## config.mk

```make
export PLATFORM = sky130hd
export DESIGN_NAME = ifu_fetch
export DESIGN_NICKNAME = d
export VERILOG_FILES = /design/src/rtl/riscv_pkg.sv /design/src/rtl/ifu_fifo.sv /design/src/rtl/ifu_fetch.sv
export SDC_FILE = /design/constraint.sdc
export NUM_CORES = 1
export LEC_CHECK = 0
export CAP_MARGIN = 20
export CORE_ASPECT_RATIO = 0.6
export CORE_MARGIN = 5
export CORE_UTILIZATION = 40
export DETAILED_ROUTE_END_ITERATION = 10
export DONT_BUFFER_PORTS = 1
export SLEW_MARGIN = 5
export SYNTH_ARGS = -nofsm -noshare
export SYNTH_HDL_FRONTEND = slang
export SYNTH_SLANG_ARGS = --single-unit
```

## constraint.sdc

```tcl
create_clock -name clk -period 20 [get_ports clk]
set_input_delay 6 -clock clk [delete_from_list [all_inputs] [get_ports clk]]
set_output_delay 6 -clock clk [all_outputs]
set_load 0.01 [all_outputs]
```

## src/rtl/riscv_pkg.sv

```systemverilog
// Shared RV32 constants and the fetch-buffer entry type used by the instruction fetch unit.
package riscv_pkg;

    localparam int XLEN   = 32;
    localparam int INST_W = 32;

    localparam logic [XLEN-1:0]   RESET_PC_DEFAULT = 32'h0000_0000;
    localparam logic [INST_W-1:0] NOP_INST_DEFAULT = 32'h0000_0013;

    typedef struct packed {
        logic [XLEN-1:0]   addr;
        logic [INST_W-1:0] inst;
    } fetch_entry_t;

    function automatic logic [XLEN-1:0] word_align(input logic [XLEN-1:0] a);
        return a & ~XLEN'(3);
    endfunction

endpackage

```

## src/rtl/ifu_fifo.sv

```systemverilog
// Small synchronous FIFO holding fetched {addr, inst} pairs; head is read straight from storage.
module ifu_fifo
    import riscv_pkg::*;
#(
    parameter  int DEPTH = 2,
    localparam int CW    = $clog2(DEPTH + 1)
) (
    input  logic          clk,
    input  logic          i_rst_n,
    input  logic          i_push,
    input  logic          i_pop,
    input  logic          i_flush,
    input  fetch_entry_t  i_data,
    output fetch_entry_t  o_head,
    output logic [CW-1:0] o_count,
    output logic          o_full,
    output logic          o_empty
);

    localparam int PW = (DEPTH > 1) ? $clog2(DEPTH) : 1;

    fetch_entry_t  r_mem [DEPTH];
    logic [PW-1:0] r_wr_ptr;
    logic [PW-1:0] r_rd_ptr;
    logic [CW-1:0] r_count;
    logic          w_push;
    logic          w_pop;

    function automatic logic [PW-1:0] ptr_inc(input logic [PW-1:0] p);
        return (p == PW'(DEPTH - 1)) ? '0 : p + PW'(1);
    endfunction

    assign o_empty = (r_count == '0);
    assign o_full  = (r_count == CW'(DEPTH));
    assign w_pop   = i_pop & ~o_empty;
    // A pop frees the slot, so push is accepted at full occupancy when popping too.
    assign w_push  = i_push & (~o_full | w_pop);

    always_ff @(posedge clk) begin
        if (w_push && !i_flush) begin
            r_mem[r_wr_ptr] <= i_data;
        end
    end

    always_ff @(posedge clk or negedge i_rst_n) begin
        if (!i_rst_n) begin
            r_wr_ptr <= '0;
            r_rd_ptr <= '0;
            r_count  <= '0;
        end else if (i_flush) begin
            r_wr_ptr <= '0;
            r_rd_ptr <= '0;
            r_count  <= '0;
        end else begin
            if (w_push) r_wr_ptr <= ptr_inc(r_wr_ptr);
            if (w_pop)  r_rd_ptr <= ptr_inc(r_rd_ptr);
            case ({w_push, w_pop})
                2'b10:   r_count <= r_count + CW'(1);
                2'b01:   r_count <= r_count - CW'(1);
                default: r_count <= r_count;
            endcase
        end
    end

    assign o_head  = r_mem[r_rd_ptr];
    assign o_count = r_count;

endmodule

```

## src/rtl/ifu_fetch.sv

```systemverilog
// Instruction fetch stage: owns the PC, issues credit-limited word fetches, buffers responses
// and hands them to IF/ID; a redirect flushes the buffer and drops every in-flight response.
module ifu_fetch
    import riscv_pkg::*;
#(
    parameter logic [XLEN-1:0]   RESET_PC   = RESET_PC_DEFAULT,
    parameter int                FIFO_DEPTH = 2,
    parameter logic [INST_W-1:0] NOP_INST   = NOP_INST_DEFAULT
) (
    input  logic              clk,
    input  logic              rst,
    input  logic              jump_en_i,
    input  logic [XLEN-1:0]   jump_addr_i,
    input  logic              hold_i,
    output logic              mem_req_o,
    output logic [XLEN-1:0]   mem_addr_o,
    input  logic              mem_gnt_i,
    input  logic              mem_rvalid_i,
    input  logic [INST_W-1:0] mem_rdata_i,
    output logic [INST_W-1:0] inst_o,
    output logic [XLEN-1:0]   inst_addr_o,
    output logic              inst_valid_o,
    input  logic              inst_ready_i
);

    localparam int CW = $clog2(FIFO_DEPTH + 1);

    logic [XLEN-1:0] r_pc;
    logic [XLEN-1:0] r_rsp_pc;
    logic [CW-1:0]   r_outstanding;
    logic [CW-1:0]   r_drop;

    logic [CW-1:0]   w_fifo_cnt;
    logic            w_full;
    logic            w_empty;
    fetch_entry_t    w_head;
    fetch_entry_t    w_push_data;
    logic            w_credit_ok;
    logic            w_grant;
    logic            w_push;
    logic            w_pop;
    logic [CW-1:0]   w_out_next;

    // Buffered words plus in-flight fetches may never exceed the buffer size, so pushes never overflow.
    assign w_credit_ok = ({1'b0, w_fifo_cnt} + {1'b0, r_outstanding}) < (CW + 1)'(FIFO_DEPTH);
    assign mem_req_o   = rst & ~hold_i & ~jump_en_i & w_credit_ok;
    assign mem_addr_o  = r_pc;
    assign w_grant     = mem_req_o & mem_gnt_i;

    assign w_push      = mem_rvalid_i & ~jump_en_i & (r_drop == '0);
    assign w_pop       = inst_valid_o & inst_ready_i & ~jump_en_i;
    assign w_push_data = '{addr: r_rsp_pc, inst: mem_rdata_i};

    always_comb begin
        w_out_next = r_outstanding;
        if (w_grant)      w_out_next = w_out_next + CW'(1);
        if (mem_rvalid_i) w_out_next = w_out_next - CW'(1);
    end

    always_ff @(posedge clk or negedge rst) begin
        if (!rst) begin
            r_pc          <= RESET_PC;
            r_rsp_pc      <= RESET_PC;
            r_outstanding <= '0;
            r_drop        <= '0;
        end else begin
            r_outstanding <= w_out_next;
            if (jump_en_i) begin
                // Everything still in flight after this cycle belongs to the old stream.
                r_pc     <= word_align(jump_addr_i);
                r_rsp_pc <= word_align(jump_addr_i);
                r_drop   <= w_out_next;
            end else begin
                if (w_grant) r_pc <= r_pc + XLEN'(4);
                if (mem_rvalid_i) begin
                    if (r_drop != '0) r_drop   <= r_drop - CW'(1);
                    else              r_rsp_pc <= r_rsp_pc + XLEN'(4);
                end
            end
        end
    end

    ifu_fifo #(
        .DEPTH (FIFO_DEPTH)
    ) u_fifo (
        .clk     (clk),
        .i_rst_n (rst),
        .i_push  (w_push),
        .i_pop   (w_pop),
        .i_flush (jump_en_i),
        .i_data  (w_push_data),
        .o_head  (w_head),
        .o_count (w_fifo_cnt),
        .o_full  (w_full),
        .o_empty (w_empty)
    );

    assign inst_valid_o = ~w_empty;
    assign inst_o       = w_empty ? NOP_INST : w_head.inst;
    assign inst_addr_o  = w_empty ? '0 : w_head.addr;

    a_rvalid_needs_outstanding: assert property (@(posedge clk) disable iff (!rst)
        mem_rvalid_i |-> (r_outstanding != '0));
    a_no_overflow: assert property (@(posedge clk) disable iff (!rst)
        w_push |-> (!w_full || w_pop));

endmodule
```

==> results by group <==
Clocking
  • Post-CTS setup buffers: 0
  • Post-cts resize count: 0
  • Clk slew on worst S/H paths: 0.07 ns
  • Clk root buf: clkbuf_16
  • CTS tree: done
  • # hold bufs at CTS: 0
  • Clock Latency Late Sink: 0.43 ns
  • Bufs on Longest Clock Path: 2
  • Number of buffers created by CTS: 17
  • Clk sinks: 192
  • H-Tree Depth: 4

Finish
  • Layout cell share with drive strength beyond 1: 0.0669
  • Nets@finish: 781
  • Number of diodes: 0
  • Final Util: 0.447
  • Final instance area: 9420 sq um
  • # fillers: 1927
  • P&R area growth vs syn: 9.45%

Synth
  • Yosys cell types: 53
  • Post-synthesis compound-gate area fraction: 0.0718
  • Synthesis-stage register bit count: 192
  • Post-Synth XOR/XNOR Area: 0.0356
  • Ys async rst share: 0.354
  • Syn avg cell area: 12.0 sq um
  • Cell count after synthesis: 718
  • Synth warn: 0
  • Simple-gate share of the synthesized area: 0.145
  • Register area share after synthesis: 0.630
  • Post-synthesis mux area share: 0.0798
  • Mapped cell area: 8610 sq um
  • Synth Area in Adders: 0.00669
  • Primary FF master, synth: edfxtp_1
  • Post-synth EDFFs: 124
  • Largest family of logic cells by synthesized area: simple AND/OR/NAND/NOR gates

Global route
  • Initial antenna violation count: 0
  • Overall routing resource usage: 0.168
  • First-pass GRT wire length: 31600 um
  • GRT overflow: 0
  • Vias in the first global route: 5491
  • Largest net degree at the start of global routing: 72

Route
  • Drt wl/cell: 20.8 um
  • Detailed-route via count: 5658
  • Post-route ant nets: 0
  • DRT iter0 DRCs: 438
  • Remaining DRCs: 0
  • Initial DRT Pass Iterations: 5
  • Total length of routed wires: 20700 um
  • Via-to-Cell Ratio: 5.68

Worst setup path
  • Crit-path slowest cell: nor4_1
  • CP Class: in2out
  • Setup crit start kind: input port
  • CP bufs+invs: 0
  • Slowest stage delay, CP: 0.36 ns
  • Reg2reg setup slack: 16.79 ns
  • RR Endpoint: mem_addr_o[6]
  • Crit-path cells: nor4_1, and2_1
  • R2r startpoint: u_fifo.o_count[0]
  • Worst EP required: 14.00 ns
  • Top cell family by delay on the critical path: simple AND/OR/NAND/NOR gates
  • Crit end category: output port
  • FF-to-FF path depth: 8
  • Crit path DAT: 6.61 ns
  • Worst Setup SP: jump_en_i
  • CP max FO: 68

Power
  • Pleak: 3.17 nW
  • Pwr/cell area: 96.5 nW/um^2
  • Worst-case vdd ir drop: 63.5 uV
  • Total Power: 0.909 mW

Hold path
  • HP Class: reg2reg
  • Hold Crit Start: r_rsp_pc[12]
  • WHS Endpoint: u_fifo.r_mem[1][44]
  • Hold depth: 0

STA
  • Final setup fails: 0
  • Clock skew: 0.0128 ns
  • Fin worst setup slack: 7.39 ns
  • Unrepaired setup endpoints after global routing: no
  • Slew HR: 0.432
  • Final Hold Vio Count: 0
  • Worst Max-Slew Pin Slew: 0.852 ns
  • Part of the cycle the worst path needs: 0.630
  • Max frequency: 79.3 MHz
  • Final min period: 12.61 ns
  • Final TNS setup: 0 ns
  • Max Slew Vio Count: 0

Placement
  • Dpl ws: 7.39 ns
  • Placed Area: 8850 sq um
  • GPL Wtd Cong: 0.834
  • Port bufs: 0
  • Detail Placement HPWL: 14300 um

Outcome
  • Outcome: finished clean

Floorplan
  • CORE AREA: 21100 sq um
  • IO Count: 169
  • Die X: 199 um
  • Initial Util: 0.408
  • Rows: 41
  • Die height: 124 um
  • Full die area: 24700 sq um

Job
  • Max-Cap Viols: 0
==> state kept, by name (all words and copies together), names as in the netlist <==
register	flops
r_outstanding	2
u_fifo.r_rd_ptr	1
u_fifo.r_wr_ptr	1
u_fifo.o_count	2
r_drop	2
mem_addr_o	30
u_fifo.r_mem	124
r_rsp_pc	30
==> cells in the final DEF, fill, tap and decap left out, types with 5 or more instances in the layout <==
cell type	n
nor4_1	5
a21oi_1	8
clkbuf_16	18
nand3_1	30
o21ai_1	26
and3_1	10
inv_1	19
dfrtp_1	67
clkbuf_1	5
o21ai_0	18
xnor2_1	28
edfxtp_1	124
o211ai_1	11
nor2_1	81
nand2_1	69
a31oi_1	5
and4_1	5
nor3_1	17
buf_4	7
mux2i_1	63
xor2_1	7
o311ai_1	10
nand4_1	16
==> stage by stage <==
| stage | std cells | hold WS (ns) |
|---|---|---|
| final | 997 | 0.533 |
| after global routing | 997 | 0.538 |
| after CTS | 995 | 0.530 |
| after detailed placement | 964 | 0.514 |
| after global placement | 964 | 0.510 |
| after floorplan | 721 | 0.463 |
==> how the worst max path moves through the flow <==
stage | endpoint | slack (ns) | depth (start not counted)
finish | mem_req_o | 7.39 | 2
CTS | mem_req_o | 7.39 | 2
global placement | mem_req_o | 7.42 | 2
floorplan | mem_req_o | 7.45 | 2
detailed placement | mem_req_o | 7.39 | 2
global route | mem_req_o | 7.28 | 2
==> area by class of cell <==
cell class                      instances  area (sq um)  area share
Clock buffer                           27           518      0.0550
Clock inverter                          4          27.5     0.00292
Inverter                               19          71.3     0.00757
Multi-Input combinational cell        468          2950       0.314
Sequential cell                       192          5430       0.576
Tap cell                              279           349      0.0371
Timing Repair Buffer                    8          72.6     0.00770
==> cells in the mapped netlist (all sizes together), types with 7 or more instances <==
cell,count,area share
edfxtp,124,0.43
nand2,69,0.030
nand3,30,0.017
o211ai,11,0.0096
clkbuf,29,0.013
nor2,82,0.036
nor4,9,0.010
xnor2,28,0.028
xor2,7,0.0071
a21oi,8,0.0047
inv,19,0.0083
dfrtp,68,0.20
o21ai,46,0.028
nand4,16,0.012
and3,10,0.0073
buf,13,0.0090
nor3,18,0.010
o311ai,11,0.011
mux2i,63,0.073
==> cells by family (layout without fill, tap and decap cells) <==
family / Yosys count / in the layout
XOR/XNOR: 35 / 35
AND/OR/NAND/NOR: 260 / 260
buffers and inverters: 61 / 58
adder cells (fa/ha/maj): 4 / 4
other: 1 / 4
multiplexers: 68 / 68
AO/OA/AOI/OAI: 97 / 97
flip-flops: 192 / 192
==> layer usage <==
layer / vias to the layer above / track usage / routed length (um)
met5: - / 0 / 0
met4: 0 / 0.0441 / 202
met3: 17 / 0.0643 / 2050
met2: 247 / 0.250 / 9310
met1: 2804 / 0.234 / 9170
li1: 2590 / - / -
==> power by group <==
group | total [mW] | leakage, nW | switching (mW) | internal [mW]
clock | 0.317 | 0.270 | 0.139 | 0.178
combinational | 0.0997 | 0.953 | 0.0615 | 0.0382
sequential | 0.493 | 1.95 | 0.0365 | 0.456
total | 0.909 | 3.17 | 0.237 | 0.672
Note: power is estimated with default switching activity, not from simulation.
